File: src/rtl/register_pkg.sv
// Shared definitions for the register-level serial link (PISO transmitter
// and SIPO capture register).
//   - state_e   : two-state encoding used by the link FSMs
//   - REG_WIDTH : default word length
//   - clog2_f   : ceiling log2, used to size bit counters
package register_pkg;

    localparam int REG_WIDTH = 8;

    typedef enum logic {
        ST_IDLE  = 1'b0,
        ST_SHIFT = 1'b1
    } state_e;

    // Ceiling log2 for word lengths up to 2**31.
    function automatic int clog2_f(input int value);
        int result;
        result = 0;
        for (int i = 0; i < 31; i++) begin
            if (int'(32'd1 << i) < value) begin
                result = i + 1;
            end else begin
                result = result;
            end
        end
        return result;
    endfunction

endpackage

File: src/rtl/piso_shift_tx_if.sv
// Load handshake and serial beat bundle of the PISO transmitter.
//   load_valid / load_ready / load_data : parallel word handshake (producer -> tx)
//   ser_out / ser_valid / ser_last      : serial bit stream (tx -> consumer)
//   ser_ready                           : consumer accepts current bit
// Modports: slave = transmitter side, master = producer/consumer side.
interface piso_shift_tx_if
    import register_pkg::*;
#(
    parameter int WIDTH = REG_WIDTH
) ();

    logic             load_valid;
    logic             load_ready;
    logic [WIDTH-1:0] load_data;
    logic             ser_out;
    logic             ser_valid;
    logic             ser_last;
    logic             ser_ready;

    modport slave (
        input  load_valid,
        input  load_data,
        input  ser_ready,
        output load_ready,
        output ser_out,
        output ser_valid,
        output ser_last
    );

    modport master (
        output load_valid,
        output load_data,
        output ser_ready,
        input  load_ready,
        input  ser_out,
        input  ser_valid,
        input  ser_last
    );

endinterface

File: src/rtl/piso_bit_counter.sv
// Modulo-WIDTH bit position counter for the PISO transmitter.
//   clk, rst  : clock and synchronous active-high reset
//   clr       : synchronous clear
//   load_zero : restart at bit 0 (new word accepted)
//   en        : advance one position (serial beat accepted)
//   count     : current bit position, 0..WIDTH-1
//   is_last   : count == WIDTH-1
module piso_bit_counter
    import register_pkg::*;
#(
    parameter int WIDTH = REG_WIDTH,
    localparam int CW = clog2_f(WIDTH)
) (
    input  logic          clk,
    input  logic          rst,
    input  logic          clr,
    input  logic          load_zero,
    input  logic          en,
    output logic [CW-1:0] count,
    output logic          is_last
);

    localparam logic [CW-1:0] LAST_C = CW'(WIDTH - 1);

    logic [CW-1:0] count_r;

    // Bit position: clear/load-zero win over advance; wraps at WIDTH-1.
    always_ff @(posedge clk) begin
        if (rst) begin
            count_r <= '0;
        end else if (clr || load_zero) begin
            count_r <= '0;
        end else if (en) begin
            if (count_r == LAST_C) begin
                count_r <= '0;
            end else begin
                count_r <= count_r + CW'(1);
            end
        end else begin
            count_r <= count_r;
        end
    end

    assign count   = count_r;
    assign is_last = (count_r == LAST_C);

endmodule

File: src/rtl/piso_shift_tx.sv
// Parallel-in/serial-out transmit register.
// Accepts a WIDTH-bit word over load_valid/load_ready and shifts it out one
// bit per accepted serial beat, flagging the final bit with ser_last. A new
// word may be accepted on the last-bit beat, giving gap-free back-to-back words.
//   clk  : clock, rising edge
//   rst  : synchronous active-high reset
//   bus  : piso_shift_tx_if.slave (load handshake + serial stream)
// Parameters: WIDTH (2..32), MSB_FIRST (1 = bit WIDTH-1 first).
module piso_shift_tx
    import register_pkg::*;
#(
    parameter int WIDTH     = REG_WIDTH,
    parameter bit MSB_FIRST = 1'b1
) (
    input  logic              clk,
    input  logic              rst,
    piso_shift_tx_if.slave    bus
);

    localparam int CW = clog2_f(WIDTH);
    localparam logic [CW-1:0] LAST_C = CW'(WIDTH - 1);

    state_e           state_r;
    logic [WIDTH-1:0] shift_r;
    logic [WIDTH-1:0] shift_nxt_s;
    logic [CW-1:0]    count_s;
    logic             is_last_s;
    logic             ser_valid_s;
    logic             ser_last_s;
    logic             load_ready_s;
    logic             load_s;
    logic             beat_s;

    assign ser_valid_s = (state_r == ST_SHIFT);
    assign ser_last_s  = ser_valid_s && (count_s == LAST_C);
    assign load_s      = bus.load_valid && load_ready_s;
    assign beat_s      = ser_valid_s && bus.ser_ready;

    // Load acceptance: always in IDLE, or on the last-bit beat of a word.
    always_comb begin
        load_ready_s = 1'b0;
        if (rst) begin
            load_ready_s = 1'b0;
        end else if (state_r == ST_IDLE) begin
            load_ready_s = 1'b1;
        end else if (ser_last_s && bus.ser_ready) begin
            load_ready_s = 1'b1;
        end else begin
            load_ready_s = 1'b0;
        end
    end

    // Next shift value: move toward the tap end, zero-fill the vacated bit so
    // the register drains to zero and ser_out rests at 0 once idle.
    always_comb begin
        shift_nxt_s = shift_r;
        if (MSB_FIRST) begin
            shift_nxt_s = {shift_r[WIDTH-2:0], 1'b0};
        end else begin
            shift_nxt_s = {1'b0, shift_r[WIDTH-1:1]};
        end
    end

    // FSM and shift register; a load on the last beat overrides the drain.
    always_ff @(posedge clk) begin
        if (rst) begin
            state_r <= ST_IDLE;
            shift_r <= '0;
        end else begin
            case (state_r)
                ST_IDLE: begin
                    if (load_s) begin
                        shift_r <= bus.load_data;
                        state_r <= ST_SHIFT;
                    end else begin
                        shift_r <= shift_r;
                        state_r <= ST_IDLE;
                    end
                end
                ST_SHIFT: begin
                    if (load_s) begin
                        shift_r <= bus.load_data;
                        state_r <= ST_SHIFT;
                    end else if (beat_s) begin
                        shift_r <= shift_nxt_s;
                        state_r <= is_last_s ? ST_IDLE : ST_SHIFT;
                    end else begin
                        shift_r <= shift_r;
                        state_r <= ST_SHIFT;
                    end
                end
                default: begin
                    state_r <= ST_IDLE;
                    shift_r <= '0;
                end
            endcase
        end
    end

    piso_bit_counter #(
        .WIDTH (WIDTH)
    ) u_bit_counter (
        .clk       (clk),
        .rst       (rst),
        .clr       (1'b0),
        .load_zero (load_s),
        .en        (beat_s && !load_s),
        .count     (count_s),
        .is_last   (is_last_s)
    );

    assign bus.load_ready = load_ready_s;
    assign bus.ser_out    = MSB_FIRST ? shift_r[WIDTH-1] : shift_r[0];
    assign bus.ser_valid  = ser_valid_s;
    assign bus.ser_last   = ser_last_s;

endmodule
File: src/flat_wrapper.sv
// flat-port wrapper written by rule: the top's interface ports become plain ports
module piso_shift_tx_flat import register_pkg::*;
#(
    parameter int WIDTH     = REG_WIDTH,
    parameter bit MSB_FIRST = 1'b1
)
  (clk, rst, bus_load_valid, bus_load_data, bus_ser_ready, bus_load_ready, bus_ser_out, bus_ser_valid, bus_ser_last);
  piso_shift_tx_if #(.WIDTH(WIDTH)) bus_i ();
  input  logic clk;
  input  logic rst;
  input wire logic [$bits(bus_i.load_valid)-1:0] bus_load_valid;
  input wire logic [$bits(bus_i.load_data)-1:0] bus_load_data;
  input wire logic [$bits(bus_i.ser_ready)-1:0] bus_ser_ready;
  output wire logic [$bits(bus_i.load_ready)-1:0] bus_load_ready;
  output wire logic [$bits(bus_i.ser_out)-1:0] bus_ser_out;
  output wire logic [$bits(bus_i.ser_valid)-1:0] bus_ser_valid;
  output wire logic [$bits(bus_i.ser_last)-1:0] bus_ser_last;
  assign bus_i.load_valid = bus_load_valid;
  assign bus_i.load_data = bus_load_data;
  assign bus_i.ser_ready = bus_ser_ready;
  assign bus_load_ready = bus_i.load_ready;
  assign bus_ser_out = bus_i.ser_out;
  assign bus_ser_valid = bus_i.ser_valid;
  assign bus_ser_last = bus_i.ser_last;
  piso_shift_tx #(.WIDTH(WIDTH), .MSB_FIRST(MSB_FIRST)) u_core (.clk(clk), .rst(rst), .bus(bus_i));
endmodule
File: config.mk
export PLATFORM = sky130hd
export DESIGN_NAME = piso_shift_tx_flat
export DESIGN_NICKNAME = d
export VERILOG_FILES = /design/src/rtl/register_pkg.sv /design/src/rtl/piso_shift_tx_if.sv /design/src/rtl/piso_bit_counter.sv /design/src/rtl/piso_shift_tx.sv /design/src/flat_wrapper.sv
export SDC_FILE = /design/constraint.sdc
export NUM_CORES = 1
export LEC_CHECK = 0
export BUFFER_PORTS_ARGS = -buffer_cell sky130_fd_sc_hd__buf_4
export CORE_MARGIN = 1
export CORE_UTILIZATION = 50
export DETAILED_ROUTE_END_ITERATION = 12
export GPL_ROUTABILITY_DRIVEN = 0
export PLACE_DENSITY = 0.75
export SYNTH_ARGS = -nofsm -noshare
export SYNTH_HDL_FRONTEND = slang
export SYNTH_SLANG_ARGS = --single-unit
File: constraint.sdc
create_clock -name clk -period 1.9 [get_ports clk]
set_input_delay 0.19 -clock clk [delete_from_list [all_inputs] [get_ports clk]]
set_output_delay 0.19 -clock clk [all_outputs]
set_load 0.1 [all_outputs]
==> results.ini, run 1 <==
[clocking]
path_clk_slew_ns=0.07
cts_resized=1
cts_inserted_buffers=3
cts_tree=yes
cts-root-buf=clkbuf_4
clockBufferDepth=2
clk_latency_ns=0.27
hold_buffers=0
clock-sinks=12
cts_setup_buffers=0
cts_htree_levels=1

[status]
status=finished, final reports clean

[yosys]
syn_area_um2=664
syn-num-nets=90
yosys_warnings=0
yosysMostFrequentCell=dfxtp_1
yosys-top-cells-count=dfxtp_1, nand3_1, nor3_1, o21ai_0, a311oi_1
synth_cell_type_count=29
ys_seq_area_share_pct=36.2
synthArstFlopShare_pct=0
yosys_most_used_dff=dfxtp_1
synthCells=76
synth_top_area_share_pct=36.2
ys_top_cells_by_area=dfxtp_1, a311oi_1, nand3_1
syn_area_per_cell_um2=8.74
synth_top_area_cell=dfxtp_1
synth-seq-cells=12
synth_edf_count=0

[die]
core-area_mm2=0.00117
start_util_pct=56.7
fp.dieArea_mm2=0.00148
io_pins=16
die_w_um=38.5
rows=12
fp.dieH_um=38.5

[drt]
num_vias=639
drt_iter0_drc=11
drt-vias-per-instance=6.20
firstDrtPassIters=4
postRouteAntennaNets=0
drc=0
totalWireLength_mm=1.55
wl_per_cell_um=15.1

[global_routing]
grt_pass1_vias=563
grt_util_all_layers_pct=24.5
grt_pass1_wl_mm=2.48
overflow=0
antenna_found_initial=0
grt_max_degree=17

[sta]
worstMarginPinSlew_ns=0.401
timing_hold_violations_final=0
setup-violations-final=0
skew_ns=0.00239
fmax_mhz=553
relSlewSlack_pct=73.1
rsz0062_at_grt=no
fin_crit_ns=1.81
finalSetupTns_ns=0
timing.final.crit_share_pct=95.2
fin_ws_ns=0.0905
maxSlewViolCount=0

[pwr]
internal_power_mw=0.442
power.density_mw_per_mm2=785
switching_share_pct=29.7
power.share.clock_pct=31.7
seq_power_share_pct=45.9
p_comb_share_pct=22.4
vdd_drop_max_mv=0.521
leakage_nw=0.306
power.switching_mw=0.186

[finish]
area_growth_pct=20.5
multi_input_area_um2=378
fin_util_pct=68.4
drive_above_1_share_pct=30.3
n_fill_cell=106
fin_cells=103
finalNetCount=104
diodes=0
area.sequential_um2=241

[setup_path]
cpMaxStageDelayCell=dfxtp_1
crit_chain=ha_1, ha_1, a21boi_1, nor2_4, buf_4
critical-path-top-delay-family=adder cells
cp_common_cell=ha_1
cp_num_buf_inv=1
required_ns=1.71
critPathLaunchType=register
endpoint_kind=primary output
setup.worst_path.class=reg2out
slowest_delay_ns=0.33
cp_max_fo=6
arrival_ns=1.62

[placement]
place_ws_ns=0.266
dp.cells=99
portBuffers=15
dp_hpwl_mm=1.08

[hold_path]
min_path_type=in2reg

[run]
cap_violations=0

-- path summary, 6_finish.rpt --
path	startpoint	endpoint	slack, ns	cells after the start
worst max-delay path	u_core.u_bit_counter.count[0]	bus_load_ready	0.09	5
worst min-delay path	bus_load_valid	u_core.u_bit_counter.count[2]	0.16	2
worst max register to register	u_core.u_bit_counter.count[0]	u_core.u_bit_counter.count[2]	0.23	5
worst min register to register	u_core.shift_r[0]	u_core.shift_r[0]	0.51	2
-- sequential cells by signal, indices dropped and copies added (netlist names) --
| register | cells |
|---|---|
| u_core.bus.ser_valid | 1 |
| u_core.shift_r | 8 |
| u_core.u_bit_counter.count | 3 |
-- metal layers --
metal | vias to the layer above | GRT usage, % | part of all wire (%)
li1 | 319 | - | -
met1 | 293 | 32.0 | 47
met2 | 27 | 37.3 | 47
met3 | 0 | 9.30 | 5.5
met4 | 0 | 6.90 | 0
met5 | - | 0 | 0
-- per-stage QoR --
stage	hold WS (ns)	cell area [µm²]	power, mW
finish	0.156	801	0.629
global route	0.161	801	0.657
CTS	0.145	801	0.634
global placement	0.433	764	0.431
floorplan	0.290	681	0.399
detailed placement	0.440	764	0.433
-- layout by cell type (no fill, tap or decap), types with 2 or more instances in the layout --
cell type   n
ha_1        2
a21oi_1     3
clkbuf_4    3
nor2_1      3
inv_1       2
buf_4      16
a311oi_1    6
nor2_4      2
nand3b_1    2
nor3_1      7
dfxtp_1    11
nand3_1     8
o21ai_0     7
-- power by group through the flow --
| stage | Combinational [mW] | Clock (mW) | Sequential [mW] |
|---|---|---|---|
| global placement | 0.138 | 0 | 0.292 |
| CTS | 0.140 | 0.207 | 0.288 |
| detailed placement | 0.139 | 0 | 0.294 |
| global route | 0.152 | 0.215 | 0.290 |
| floorplan | 0.0879 | 0 | 0.311 |
| finish | 0.141 | 0.199 | 0.289 |
-- logic make-up after synthesis --
logic type / share of synthesized area (%)
compound gates: 22.8
fa+ha+maj: 3.77
buf+inv: 9.23
flops: 36.2
simple gates: 28.1
-- layout make-up --
cell class / count / share of cell area (%)
sequential: 12 / 30.2
clock buffer: 4 / 4.53
timing repair buffer: 16 / 15.0
tap: 14 / 2.19
multi-input combinational: 55 / 47.2
inverter: 2 / 0.938
No activity file was read; power rests on OpenSTA's default activity.
==> run 2, diff against run 1 <==
--- a/config.mk
+++ b/config.mk
@@ -5,12 +5,11 @@
 export SDC_FILE = /design/constraint.sdc
 export NUM_CORES = 1
 export LEC_CHECK = 0
-export BUFFER_PORTS_ARGS = -buffer_cell sky130_fd_sc_hd__buf_4
 export CORE_MARGIN = 1
 export CORE_UTILIZATION = 50
 export DETAILED_ROUTE_END_ITERATION = 12
+export DONT_BUFFER_PORTS = 1
 export GPL_ROUTABILITY_DRIVEN = 0
-export PLACE_DENSITY = 0.75
 export SYNTH_ARGS = -nofsm -noshare
 export SYNTH_HDL_FRONTEND = slang
 export SYNTH_SLANG_ARGS = --single-unit
==> results.ini, run 2 (synthesis gave the netlist of run 1 again) <==
[finish]
fin_cells=92
diodes=0
top_register=u_core.shift_r
largest_reg_flops=8
mostFrequentLayoutCells=dfxtp_1, nand3_1, o21ai_0, nor3_1, a311oi_1
final_common_cell=dfxtp_1
n_fill_cell=106
area_growth_pct=9.98
stdcell_area_um2=731
finalNetCount=94
drive_above_1_share_pct=20.5

[sta]
fin_crit_ns=1.79
timing.final.crit_share_pct=94.2
relSlewSlack_pct=67.1
finalSetupTns_ns=0
maxSlewViolCount=0
skew_ns=0.00696
setup-violations-final=0
rsz0062_at_grt=no
timing_hold_violations_final=0
worstMarginPinSlew_ns=0.493
fmax_mhz=559

[clocking]
clockBufferDepth=2
cts_tree=yes
cts_htree_levels=1
clk_latency_ns=0.27
clock-sinks=12
cts_inserted_buffers=3
cts-root-buf=clkbuf_4
path_clk_slew_ns=0.08

[pwr]
vdd_drop_max_mv=0.501
switching_share_pct=31.4
power.share.clock_pct=27.7
leakage_nw=0.253
power.switching_mw=0.177
seq_power_share_pct=50.7
power.density_mw_per_mm2=771
p_comb_share_pct=21.6
internal_power_mw=0.387

[die]
core-area_mm2=0.00117
io_pins=16
start_util_pct=56.7
die_w_um=38.5
fp.dieArea_mm2=0.00148
rows=12
fp.dieH_um=38.5

[status]
status=finished, final reports clean

[setup_path]
crit_start=u_core.u_bit_counter.count[0]
endpoint_kind=primary output
cp_common_cell=ha_1
setup.worst_path.class=reg2out
crit_chain=ha_1, ha_1, a21boi_2, nor2_4, buf_4
arrival_ns=1.60
cp_max_fo=6
reg2reg_depth=5
r2r_start=u_core.u_bit_counter.count[0]
required_ns=1.71
slowest_delay_ns=0.33
critPathLaunchType=register
cpMaxStageDelayCell=dfxtp_1

[drt]
firstDrtPassIters=4
totalWireLength_mm=1.57
drc=0
wl_per_cell_um=17.0
drt_iter0_drc=24
drt-vias-per-instance=6.55
num_vias=603
postRouteAntennaNets=0

[placement]
placed_area_um2=694
dp_hpwl_mm=1.03
dp.cells=88
portBuffers=0

[hold_path]
whs_path_depth=1
min_path_type=in2reg
min-delay-start=bus_load_valid

[global_routing]
overflow=0
antenna_found_initial=0
grt_max_degree=14
top_usage_layer=met2
met3_usage_pct=12.2
met2_usage_pct=36.4
grtUsageMet1_pct=31.0
grt_pass1_wl_mm=2.42
grt_util_all_layers_pct=24.2
grt_pass1_vias=530

[run]
cap_violations=0

-- run 2: cell count changes in the layout (fill, tap and decap cells not counted), sizes merged --
cell	before	now
buf	16	5
clkbuf	4	3
dlygate4sd3	0	1
-- run 2: per-stage QoR --
stage	setup WS [ns]	hold WS [ns]	utilization, %	total power [mW]
finish	0.111	0.0167	62.4	0.564
global placement	0.269	0.258	59.3	0.405
global route	0.0496	0.00324	62.4	0.592
floorplan	0.0951	0.290	-	0.399
detailed placement	0.240	0.262	59.3	0.407
CTS	0.0601	0.0123	62.1	0.566
-- run 2: final timing paths --
| path | to | slack (ns) |
|---|---|---|
| setup / recovery | bus_load_ready | 0.11 |
| hold / removal | u_core.u_bit_counter.count[2] | 0.02 |
| setup reg to reg | u_core.u_bit_counter.count[2] | 0.19 |
| hold reg to reg | u_core.shift_r[0] | 0.49 |
-- run 2: power by group through the flow --
stage / Clock [mW] / Sequential, mW / Combinational, mW
final: 0.156 / 0.286 / 0.122
after global routing: 0.174 / 0.288 / 0.130
after CTS: 0.160 / 0.285 / 0.121
after detailed placement: 0 / 0.291 / 0.115
after global placement: 0 / 0.291 / 0.114
after floorplan: 0 / 0.311 / 0.0879
-- run 2: area by class of cell --
| cell class | instances | area [µm²] | share of cell area [%] |
|---|---|---|---|
| inverters | 2 | 7.51 | 1.03 |
| flip-flops and latches | 12 | 241 | 33.0 |
| well taps | 14 | 17.5 | 2.40 |
| clock buffers | 3 | 22.5 | 3.08 |
| multi-input cells | 55 | 382 | 52.2 |
| repair buffers | 6 | 60.1 | 8.22 |
-- run 2: critical path: cells and delay by family (launching register included) --
kind	cells	cell delay, ns
compound gates	1	0.27
fa+ha+maj	2	0.45
buf+inv	1	0.23
flops	1	0.33
simple gates	1	0.04
-- run 2: repair_timing --
action,in CTS,in global routing
endpoints found under the hold margin,12,0
endpoints found under the setup margin,1,1
setup buffers,0,0
hold buffers,1,0
resized for setup,1,1
-- run 2: metal layers --
metal  wire length (µm)  up-vias
li1                   -      293
met1                750      291
met2                702       17
met3                108        2
met4                  6        0
met5                  0        -
==> run 3, diff against run 2 <==
--- a/config.mk
+++ b/config.mk
@@ -5,9 +5,10 @@
 export SDC_FILE = /design/constraint.sdc
 export NUM_CORES = 1
 export LEC_CHECK = 0
-export CORE_MARGIN = 1
-export CORE_UTILIZATION = 50
+export ABC_AREA = 1
+export CORE_AREA = 2 2 39 41
 export DETAILED_ROUTE_END_ITERATION = 12
+export DIE_AREA = 0 0 41 43
 export DONT_BUFFER_PORTS = 1
 export GPL_ROUTABILITY_DRIVEN = 0
 export SYNTH_ARGS = -nofsm -noshare
==> results.ini, run 3 <==
[status]
status=finished, final reports clean

[global_routing]
overflow=0
grt_pass1_vias=454
grt_max_degree=14
grt_util_all_layers_pct=16.4
grt_pass1_wl_mm=1.96
antenna_found_initial=0

[clocking]
cts_inserted_buffers=3
cts-root-buf=clkbuf_4
path_clk_slew_ns=0.08
clk_latency_ns=0.27
clock-sinks=12
cts_setup_buffers=0
cts_tree=yes
cts_htree_levels=1
clockBufferDepth=2

[yosys]
yosys-top-cells-count=dfxtp_1, nand2_1, a21oi_1
ys_top_cells_by_area=dfxtp_1, o31ai_1, nand2_1
syn_area_per_cell_um2=8.10
synth_top_area_share_pct=39.0
yosys_warnings=0
synthCells=76
yosysMostFrequentCell=dfxtp_1
syn_area_um2=616
synth_cell_type_count=19
yosys_most_used_dff=dfxtp_1
syn-num-nets=90
synth_top_area_cell=dfxtp_1
ys_seq_area_share_pct=39.0
synthArstFlopShare_pct=0
synth-seq-cells=12
synth_edf_count=0

[drt]
firstDrtPassIters=3
num_vias=512
postRouteAntennaNets=0
wl_per_cell_um=11.7
drc=0
drt-met1-wl_um=575
dr_wl_met2_um=525
drt-vias-per-instance=5.17
maxUsedRoutingLayer=met4
totalWireLength_mm=1.15
met3_length_um=40
drt_iter0_drc=5

[placement]
dp_hpwl_um=853
place_ws_ns=0.335
portBuffers=0

[die]
fp.dieH_um=43
die_w_um=41
rows=14
io_pins=16
core-area_mm2=0.00138
start_util_pct=44.5
fp.dieArea_mm2=0.00176

[setup_path]
rrSetupSlack_ns=0.33
reg2reg_depth=8
crit_chain=ha_1, ha_1, nand2_1, a21oi_4, buf_4
arrival_ns=1.56
cpMaxStageDelayCell=dfxtp_1
setup.worst_path.class=reg2out
cp.depth=5
crit_start=u_core.u_bit_counter.count[0]
critPathLaunchType=register
cp_common_cell=ha_1
cp_max_fo=4
required_ns=1.71
endpoint_kind=primary output
critical-path-top-delay-family=flip-flops
r2r_start=u_core.u_bit_counter.count[0]
cp_num_buf_inv=1
slowest_delay_ns=0.36

[sta]
setup-violations-final=0
maxSlewViolCount=0
fin_crit_ns=1.75
fin_ws_ns=0.146
skew_ns=0.00483
hold-worst-slack_ns=0.0421
worstMarginPinSlew_ns=0.382
timing.final.crit_share_pct=92.3
timing_hold_violations_final=0
fmax_mhz=570
finalSetupTns_ns=0
rsz0062_at_grt=no
relSlewSlack_pct=74.5

[pwr]
power.density_mw_per_mm2=864
finalPower_mw=0.605
leakage_nw=0.302
vdd_drop_max_mv=0.520

[run]
cap_violations=0

[hold_path]
min_path_type=in2reg
whs_path_depth=2
min-delay-start=bus_load_valid

[finish]
finalNetCount=98
top_register=u_core.shift_r
area_growth_pct=13.6
fin_util_pct=50.5
mostFrequentLayoutCells=nand2_1, dfxtp_1, o31ai_1, a21oi_1, nor2_1
drive_above_1_share_pct=22.9
diodes=0
largest_reg_flops=8

[run 3: changes by cell type after synthesis, sizes merged, moves of 2 or more]
cell	change
o31ai	+7
a311oi	-7
nand3	-3
nand3b	-2
nor3	-7
inv	+4
clkbuf	-2
buf	-3
o211ai	+2
nand2	+13
a21oi	+8
[run 3: area by class of cell]
cell class | count | area [µm²]
clock buffer | 4 | 36.3
inverter | 7 | 26.3
timing repair buffer | 5 | 40.0
multi-input combinational | 55 | 335
fill | 126 | 684
tap | 16 | 20.0
sequential | 12 | 241
[run 3: per-stage QoR]
step                cell area, µm²  instances
floorplan                      628         76
global placement               653         94
detailed placement             653         94
CTS                            699         99
global route                   699         99
finish                         699         99
[run 3: what timing repair did]
item,CTS,global route
hold endpoints to repair,2,0
gates resized for setup,0,0
hold buffers,1,0
setup endpoints to repair,0,0
[run 3: worst register-to-register path: cells and delay by family, from the launching register on]
| kind | cells | cell delay (ns) |
|---|---|---|
| fa+ha+maj | 2 | 0.36 |
| compound gates | 1 | 0.15 |
| simple gates | 5 | 0.63 |
| flops | 1 | 0.36 |
[run 3: cell families (layout without fill, tap and decap cells)]
logic type / Yosys count / after routing / share of synthesized area, %
fa+ha+maj: 2 / 2 / 4.06
flops: 12 / 12 / 39.0
simple gates: 25 / 25 / 20.3
buf+inv: 9 / 16 / 8.33
compound gates: 28 / 28 / 28.3
[run 3: power breakdown]
| group | leakage [nW] | switching, mW | total [mW] | internal [mW] |
|---|---|---|---|---|
| Sequential | 0.0991 | 0.0137 | 0.285 | 0.271 |
| Combinational | 0.182 | 0.0841 | 0.120 | 0.0355 |
| Clock | 0.0210 | 0.0839 | 0.200 | 0.116 |
[run 3: final timing paths]
kind / end
worst max-delay path: bus_load_ready
worst min-delay path: u_core.bus.ser_valid
worst max register to register: u_core.shift_r[1]
worst min register to register: u_core.u_bit_counter.count[1]
[run 3: per-layer routing]
layer	GRT usage [%]	vias up
met4	8.00	0
met5	0	-
met3	5.24	2
met2	22.8	6
met1	22.1	223
li1	-	281
